`src/rtl/seq_pkg.sv`:
```
// seq_pkg: shared definitions for control_sequencer and its sub-modules.
//   - seq_state_t : sequencer FSM states
//   - MDR_*       : mdr_read select encodings (bus / memory / immediate)
//   - DEST_*      : pre_dest register codes
//   - OPC_*_DEF   : default opcodes for the move-from-special-register ops
//   - WAIT_CNT_W  : width of the fetch wait counter
package seq_pkg;

   typedef enum logic [3:0] {
      ST_IDLE,
      ST_PRE_A,
      ST_PRE_B,
      ST_T0,
      ST_T1,
      ST_T1W,
      ST_T2,
      ST_T3,
      ST_FAULT
   } seq_state_t;

   localparam logic [1:0] MDR_BUS = 2'b00;
   localparam logic [1:0] MDR_MEM = 2'b01;
   localparam logic [1:0] MDR_IMM = 2'b10;

   localparam logic [1:0] DEST_LO = 2'd0;
   localparam logic [1:0] DEST_PC = 2'd1;
   localparam logic [1:0] DEST_HI = 2'd2;
   localparam logic [1:0] DEST_Y  = 2'd3;

   localparam logic [4:0] OPC_MFHI_DEF = 5'd16;
   localparam logic [4:0] OPC_MFLO_DEF = 5'd17;

   localparam int unsigned WAIT_CNT_W = 8;

endpackage

```
`src/rtl/seq_wait_timer.sv`:
```
// seq_wait_timer: saturating wait-state counter with terminal count.
// Ports:
//   clk   in  clock
//   reset in  asynchronous active-low reset
//   clr   in  synchronous clear (priority over en)
//   en    in  count enable
//   tc    out high when the count after this cycle's increment reaches LIMIT
module seq_wait_timer
   import seq_pkg::*;
#(
   parameter int unsigned LIMIT = 15
)(
   input  logic clk,
   input  logic reset,
   input  logic clr,
   input  logic en,
   output logic tc
);

   localparam logic [WAIT_CNT_W:0] LIMIT_V = LIMIT[WAIT_CNT_W:0];

   logic [WAIT_CNT_W-1:0] count;
   logic [WAIT_CNT_W:0]   count_inc;

   always_ff @(posedge clk or negedge reset) begin
      if (!reset)
         count <= '0;
      else if (clr)
         count <= '0;
      else if (en && (count != '1))
         count <= count + 1'b1;
   end

   // Compare the post-increment value so the LIMIT-th enabled cycle is terminal.
   assign count_inc = {1'b0, count} + 1'b1;
   assign tc        = (count_inc >= LIMIT_V);

endmodule

```
`src/rtl/control_sequencer.sv`:
```
// control_sequencer: FSM driving the single-bus datapath strobes through
// register preload (PRE_A/PRE_B), fetch (T0..T2, T1W wait states) and a
// move-from-HI/LO execute step (T3).
// Optional feature macro: SEQ_TIMEOUT_EN -- fetch wait timeout into FAULT.
// Ports:
//   clk, reset (async active-low)
//   start, cont                 run control (level start; cont loops T3->T0)
//   pre_valid/pre_ready         preload handshake, pre_data/pre_dest payload
//   mem_ready, ir_val           memory data valid, current IR
//   Immediate, mdr_read         MDR mux data/select
//   *out / *in / IncPc/read/GRA datapath strobes
//   busy, fault, illegal        status; instr_count completed T3 count
module control_sequencer
   import seq_pkg::*;
#(
   parameter int unsigned DATA_W     = 32,
   parameter int unsigned WAIT_LIMIT = 15,
   parameter logic [4:0]  OPC_MFHI   = OPC_MFHI_DEF,
   parameter logic [4:0]  OPC_MFLO   = OPC_MFLO_DEF
)(
   input  logic              clk,
   input  logic              reset,
   input  logic              start,
   input  logic              cont,
   input  logic              pre_valid,
   output logic              pre_ready,
   input  logic [DATA_W-1:0] pre_data,
   input  logic [1:0]        pre_dest,
   input  logic              mem_ready,
   input  logic [DATA_W-1:0] ir_val,
   output logic [DATA_W-1:0] Immediate,
   output logic [1:0]        mdr_read,
   output logic              PCout,
   output logic              Zlowout,
   output logic              MDRout,
   output logic              HIout,
   output logic              LOout,
   output logic              MARin,
   output logic              Zlowin,
   output logic              PCin,
   output logic              MDRin,
   output logic              IRin,
   output logic              LOin,
   output logic              HIin,
   output logic              Yin,
   output logic              Rin,
   output logic              IncPc,
   output logic              read,
   output logic              GRA,
   output logic              busy,
   output logic              fault,
   output logic              illegal,
   output logic [15:0]       instr_count
);

   seq_state_t        state, state_nxt;
   logic [DATA_W-1:0] pre_data_q;
   logic [1:0]        pre_dest_q;
   logic [4:0]        opcode;
   logic              unused_bits;

   assign opcode = ir_val[DATA_W-1 -: 5];

`ifdef SEQ_TIMEOUT_EN
   logic wait_tc;

   seq_wait_timer #(
      .LIMIT (WAIT_LIMIT)
   ) u_wait_timer (
      .clk   (clk),
      .reset (reset),
      .clr   (state == ST_T1),
      .en    (state == ST_T1W),
      .tc    (wait_tc)
   );

   assign fault       = (state == ST_FAULT);
   assign unused_bits = ^ir_val[DATA_W-6:0];
`else
   assign fault       = 1'b0;
   assign unused_bits = ^{ir_val[DATA_W-6:0], WAIT_LIMIT};
`endif

   // ---------------- state and data registers ----------------
   always_ff @(posedge clk or negedge reset) begin
      if (!reset) begin
         state       <= ST_IDLE;
         pre_data_q  <= '0;
         pre_dest_q  <= '0;
         instr_count <= '0;
      end else begin
         state <= state_nxt;
         if ((state == ST_IDLE) && pre_valid) begin
            pre_data_q <= pre_data;
            pre_dest_q <= pre_dest;
         end
         if (state == ST_T3)
            instr_count <= instr_count + 16'd1;
      end
   end

   // ---------------- next state ----------------
   always_comb begin
      state_nxt = state;
      case (state)
         ST_IDLE: begin
            if (pre_valid)
               state_nxt = ST_PRE_A;
            else if (start)
               state_nxt = ST_T0;
         end
         ST_PRE_A: state_nxt = ST_PRE_B;
         ST_PRE_B: state_nxt = ST_IDLE;
         ST_T0:    state_nxt = ST_T1;
         ST_T1:    state_nxt = mem_ready ? ST_T2 : ST_T1W;
         ST_T1W: begin
            if (mem_ready)
               state_nxt = ST_T2;
`ifdef SEQ_TIMEOUT_EN
            else if (wait_tc)
               state_nxt = ST_FAULT;
`endif
         end
         ST_T2:    state_nxt = ST_T3;
         ST_T3:    state_nxt = cont ? ST_T0 : ST_IDLE;
         ST_FAULT: state_nxt = ST_FAULT;
         default:  state_nxt = ST_IDLE;
      endcase
   end

   // ---------------- output decode ----------------
   // pre_ready is gated by reset so every output is low while reset is held.
   assign pre_ready = reset && (state == ST_IDLE);
   assign busy      = (state != ST_IDLE);
   assign Immediate = pre_data_q;

   always_comb begin
      mdr_read = MDR_BUS;
      PCout    = 1'b0;
      Zlowout  = 1'b0;
      MDRout   = 1'b0;
      HIout    = 1'b0;
      LOout    = 1'b0;
      MARin    = 1'b0;
      Zlowin   = 1'b0;
      PCin     = 1'b0;
      MDRin    = 1'b0;
      IRin     = 1'b0;
      LOin     = 1'b0;
      HIin     = 1'b0;
      Yin      = 1'b0;
      Rin      = 1'b0;
      IncPc    = 1'b0;
      read     = 1'b0;
      GRA      = 1'b0;
      illegal  = 1'b0;
      case (state)
         ST_PRE_A: begin
            mdr_read = MDR_IMM;
            MDRin    = 1'b1;
         end
         ST_PRE_B: begin
            MDRout = 1'b1;
            case (pre_dest_q)
               DEST_LO: LOin = 1'b1;
               DEST_PC: PCin = 1'b1;
               DEST_HI: HIin = 1'b1;
               DEST_Y:  Yin  = 1'b1;
               default: ;
            endcase
         end
         ST_T0: begin
            PCout  = 1'b1;
            MARin  = 1'b1;
            IncPc  = 1'b1;
            Zlowin = 1'b1;
         end
         ST_T1: begin
            Zlowout = 1'b1;
            PCin    = 1'b1;
            read    = 1'b1;
            if (mem_ready) begin
               MDRin    = 1'b1;
               mdr_read = MDR_MEM;
            end
         end
         ST_T1W: begin
            read = 1'b1;
            if (mem_ready) begin
               MDRin    = 1'b1;
               mdr_read = MDR_MEM;
            end
         end
         ST_T2: begin
            MDRout = 1'b1;
            IRin   = 1'b1;
         end
         ST_T3: begin
            if (opcode == OPC_MFLO) begin
               GRA   = 1'b1;
               Rin   = 1'b1;
               LOout = 1'b1;
            end else if (opcode == OPC_MFHI) begin
               GRA   = 1'b1;
               Rin   = 1'b1;
               HIout = 1'b1;
            end else begin
               illegal = 1'b1;
            end
         end
         default: ;
      endcase
   end

endmodule
```
`config.mk`:
```
export PLATFORM = sky130hd
export DESIGN_NAME = control_sequencer
export DESIGN_NICKNAME = d
export VERILOG_FILES = /design/src/rtl/seq_pkg.sv /design/src/rtl/seq_wait_timer.sv /design/src/rtl/control_sequencer.sv
export SDC_FILE = /design/constraint.sdc
export NUM_CORES = 1
export LEC_CHECK = 0
export ABC_CLOCK_PERIOD_IN_PS = 1800
export CORE_MARGIN = 2
export CORE_UTILIZATION = 39
export CTS_BUF_LIST = sky130_fd_sc_hd__clkbuf_16
export CTS_CLUSTER_DIAMETER = 30
export DETAILED_ROUTE_END_ITERATION = 6
export GPL_TIMING_DRIVEN = 1
export PLACE_DENSITY_LB_ADDON = 0.12
export SLEW_MARGIN = 20
export SYNTH_ARGS = -nofsm -noshare
export SYNTH_HDL_FRONTEND = slang
export SYNTH_SLANG_ARGS = --single-unit
```
`constraint.sdc`:
```
create_clock -name clk -period 1.8 [get_ports clk]
set_input_delay 0.18 -clock clk [delete_from_list [all_inputs] [get_ports clk]]
set_output_delay 0.18 -clock clk [all_outputs]
set_load 0.1 [all_outputs]
```
Word-level counts from Yosys, hierarchy flattened
Cells that the tools add are included.
- equal/unequal tests: 15
- $add $sub $neg: 1
- reduce and logical (&&, ||, !) cells: 8
- muxes and demuxes: 33
- operator list (kind ; number):
    4-bit one-hot mux with 8 select lines ; 1
    1-bit 2-to-1 mux ; 24
    16-bit by 1-bit adder with 16-bit output, second input constant ; 1
    4-bit by 3-bit == test with 1-bit output, second input constant ; 4
    4-bit 2-to-1 mux ; 3
    5-bit == test, second input constant ; 2
    4-bit by 2-bit == test with 1-bit output, second input constant ; 2
    2-bit == test, second input constant ; 2
    4-bit by 1-bit == test with 1-bit output, second input constant ; 1
    4-bit == test, second input constant ; 1
    4-bit logical NOT ; 1
    2-bit 2-to-1 mux ; 2
    1-bit one-hot mux with 2 select lines ; 2
    2-bit one-hot mux with 2 select lines ; 1
    4-bit nonzero test ; 1
    2-bit OR reduction ; 2
    3-bit inequality test, second input constant ; 1
    2-bit by 1-bit == test with 1-bit output, second input constant ; 1
    1-bit logical AND ; 2
    2-bit logical NOT ; 1
    2-bit inequality test, second input constant ; 1
    2-bit AND reduction ; 1
- input bits: 72
- output and inout port bits: 71
- register bits: 54
- word-level logic and storage cells: 61

Logic depth before layout (Yosys ltp)
- depth in word-level cells: 4
- depth in mapped cells: 5
- depth with buffers taken out: 5

Worst setup path before layout
No wires, ideal clock.
- path type: register to output
- from: register state[1]
- to: output MDRin
- path slack: -3.114 ns
- data arrival time: 4.734 ns
- data required time: 1.620 ns
- cell stages (with the launch flop): 5
- cell sequence: dfrtp_1 buf_6 clkbuf_1 nor4b_1 or2_2
- cells in the longest elaborated chain, start to end: 3
- elaborated cells on any way between the ends: 5
- classes of those cells: 3 x eq/ne; 1 x mux; 1 x reduce/logical
- ends and longest elaborated chain (what ; line ; text):
    start, declared ; control_sequencer.sv:56 ; seq_state_t state, state_nxt;
    start signal, assigned ; control_sequencer.sv:92 ; state <= state_nxt;
    4-bit by 3-bit == test with 1-bit output ; control_sequencer.sv:157 ; case (state)
    2-bit OR reduction (no source line) ; -- ;
    1-bit one-hot mux with 2 select lines * ; control_sequencer.sv:157 ;
    end, declared ; control_sequencer.sv:41 ; output logic MDRin,
Mark *: on every way between the ends. The rest lies on a longest branch, timed or not.

Worst setup path in the final report
- from: register state[2]
- to: output MDRin
Same word-level chain as after synthesis.

==> flow_metrics.tcl <==
set metrics [dict create \
    grt_max_degree 55 \
    final_util_pct 68.5 \
    finalSetupViolCount 0 \
    wl_um 5890 \
    antenna_cells 0 \
    port_buffers 114 \
    end_kind "output pin" \
    fin_nets 406 \
    setup_tns_ns 0 \
    cp.required_ns 1.62 \
    critical_path.top_delay_family "simple AND/OR/NAND/NOR gates" \
    grt_pass1_vias 1963 \
    grt_use_total_pct 16.6 \
    overflow 0 \
    gp_congestion 0.754 \
    drt_iter0_markers 69 \
    synth_seq_cells 54 \
    viasPerCell 4.82 \
    crit_fanout 5 \
    cts-root-buf "clkbuf_16" \
    drive_above_1_share_pct 53.3 \
    ys_seq_area_share_pct 51.6 \
    path_clk_slew_ns 0.06 \
    dr_total_vias 1979 \
    fin_crit_ns 1.80 \
    antenna_found_initial 0 \
    crit_path_cell_trace "buf_6 -> nor3b_4 -> nand2_2 -> clkinvlp_4 -> or2_4 -> buf_12" \
    post-route-drc-count 0 \
    clock.fmax_ghz 0.557 \
    cts_htree_levels 2 \
    numCtsBuffers 5 \
    fin_crit_sh_pct 99.7 \
    start_util_pct 40.8 \
    dieWidth_um 85.9 \
    syn-cell-area_um2 2620 \
    drt.antenna.violating_nets 0 \
    critPathSlowestCell "dfrtp_2" \
    crit_buf_inv 3 \
    coreArea_um2 6420 \
    grt_pass1_wl_um 9650 \
    dieArea_um2 7380 \
    clkLatencyLatePin_ns 0.28 \
    ios 143 \
    ys_types 41 \
    drtPass1Iterations 4 \
    status "finished clean" \
    slew_headroom_pct 56.2 \
    hold_viol 0 \
    die_h_um 85.9 \
    setup.worst_path.start_class "register" \
    syn_nets 277 \
    hpwl_um 4360 \
    rsz0062_at_grt "true" \
    area_growth_pct 68.2 \
    min_path_type "input port to async pin" \
    fin_skew_ns 0.00278 \
    core.rowCount 29 \
    syn_avg_cell_area_um2 12.8 \
    numClockSinks 54 \
    wl_per_cell_um 14.3 \
    worstMarginPinSlew_ns 0.657 \
    synthCells 204 \
    drv_cap 0 \
    slew_violations 0 \
    synth_warnings 0 \
    slowest_delay_ns 0.45 \
    cts_tree "built" \
    critical_path_class "register to output pin" \
    clockBufferDepth 2 \
    arrival_ns 1.62 \
]
[final timing paths]
kind | startpoint | end | slack (ns) | cells after the start
max | state[2]$_DFFE_PN0P_ | MDRin | 0.005 | 6
min | reset | Immediate[25]$_DFFE_PN0P_ | 0.06 | 2
max reg2reg | state[2]$_DFFE_PN0P_ | Immediate[26]$_DFFE_PN0P_ | 0.09 | 6
min reg2reg | instr_count[7]$_DFFE_PN0P_ | instr_count[7]$_DFFE_PN0P_ | 0.47 | 1
max in group asynchronous | reset | instr_count[9]$_DFFE_PN0P_ | 1.27 | 2
min in group clk | instr_count[7]$_DFFE_PN0P_ | instr_count[7]$_DFFE_PN0P_ | 0.47 | 1
[through the flow]
stage | hold slack [ns] | setup WS (ns) | cell area [um2] | cells
after CTS | 0.0785 | -0.0415 | 4340 | 408
after global placement | 0.388 | 0.0984 | 4120 | 393
after global routing | 0.113 | -0.0619 | 4400 | 411
after floorplan | -0.116 | -0.721 | 2890 | 204
after detailed placement | 0.386 | 0.0802 | 4120 | 393
final | 0.0620 | 0.00481 | 4400 | 411
[worst reg2reg max path, stage by stage (launching register included)]
cell	delay, ns
dfrtp_2	0.45
buf_6	0.14
buf_6	0.11
nor4_4	0.23
nand2_2	0.14
buf_4	0.22
mux2_4	0.32
[sequential cells by signal, summed over array words and instances, names as in the netlist]
name         cells
instr_count     16
Immediate       32
pre_dest_q       2
state            4
[cells in the mapped netlist (all sizes together)]
master  count  area, um2
a211oi      1       7.51
a21boi      1       7.51
a21oi       1       5.00
and2        6       37.5
and3        1       6.26
and4        2       17.5
and4b       1       10.0
buf        13        101
clkbuf      2       7.51
conb        1       3.75
dfrtp      54       1350
ha          1       12.5
inv         4       15.0
mux2       34        495
mux2i       1       10.0
nand2      15       58.8
nand2b      4       25.0
nand3       5       30.0
nand3b      1       7.51
nand4       4       25.0
nand4b      1       23.8
nor2       11       41.3
nor3        9       50.1
nor3b       4       30.0
nor4        4       46.3
nor4b       2       17.5
o21ai       2       10.0
o31ai       1       7.51
o32a        1       10.0
or2         1       6.26
xnor2      11       96.3
xor2        5       43.8
[routing by layer]
layer / part of all wire [%] / track usage (%)
met5: 0 / 0
met4: 1.1 / 5.05
met3: 8.0 / 5.10
met2: 50 / 27.6
met1: 41 / 20.8
[final cells by class]
type                       count  area (um2)
fill                         486        2020
timing repair buffer         137        1460
sequential                    54        1370
multi-input combinational    131        1320
clock buffer                   5         125
tap                           77        96.3
inverter                       4        18.8
clock inverter                 3        12.5
[cell families after synthesis]
| kind of cell | Yosys count | synth area share (%) |
|---|---|---|
| compound gates | 7 | 1.82 |
| xor+xnor | 16 | 5.35 |
| fa+ha+maj | 1 | 0.478 |
| buf+inv | 19 | 4.73 |
| flops | 54 | 51.6 |
| mux | 35 | 19.3 |
| other cells | 1 | 0.143 |
| simple gates | 71 | 16.5 |
[cell usage in the layout, fill, tap and decap left out, types with 6 or more instances in the layout]
cell type,netlist,final
nor2_1,11,7
dfrtp_1,54,39
mux2_4,30,30
buf_12,0,24
nand2_1,14,12
nor3_4,0,6
clkdlybuf4s50_1,0,43
dfrtp_2,0,15
buf_4,5,62
buf_6,4,7
xnor2_1,11,11
[timing repair]
| action | in CTS | in global routing |
|---|---|---|
| resized for setup | 4 | 10 |
| hold buffers | 0 | 0 |
| setup buffers | 7 | 3 |
| pin swaps | 1 | 6 |
| endpoints found under the setup margin | 15 | 15 |
Power is left out: the tool's default activity adds up to more than one toggle a clock period on the data nets, which glitch-free logic cannot reach.
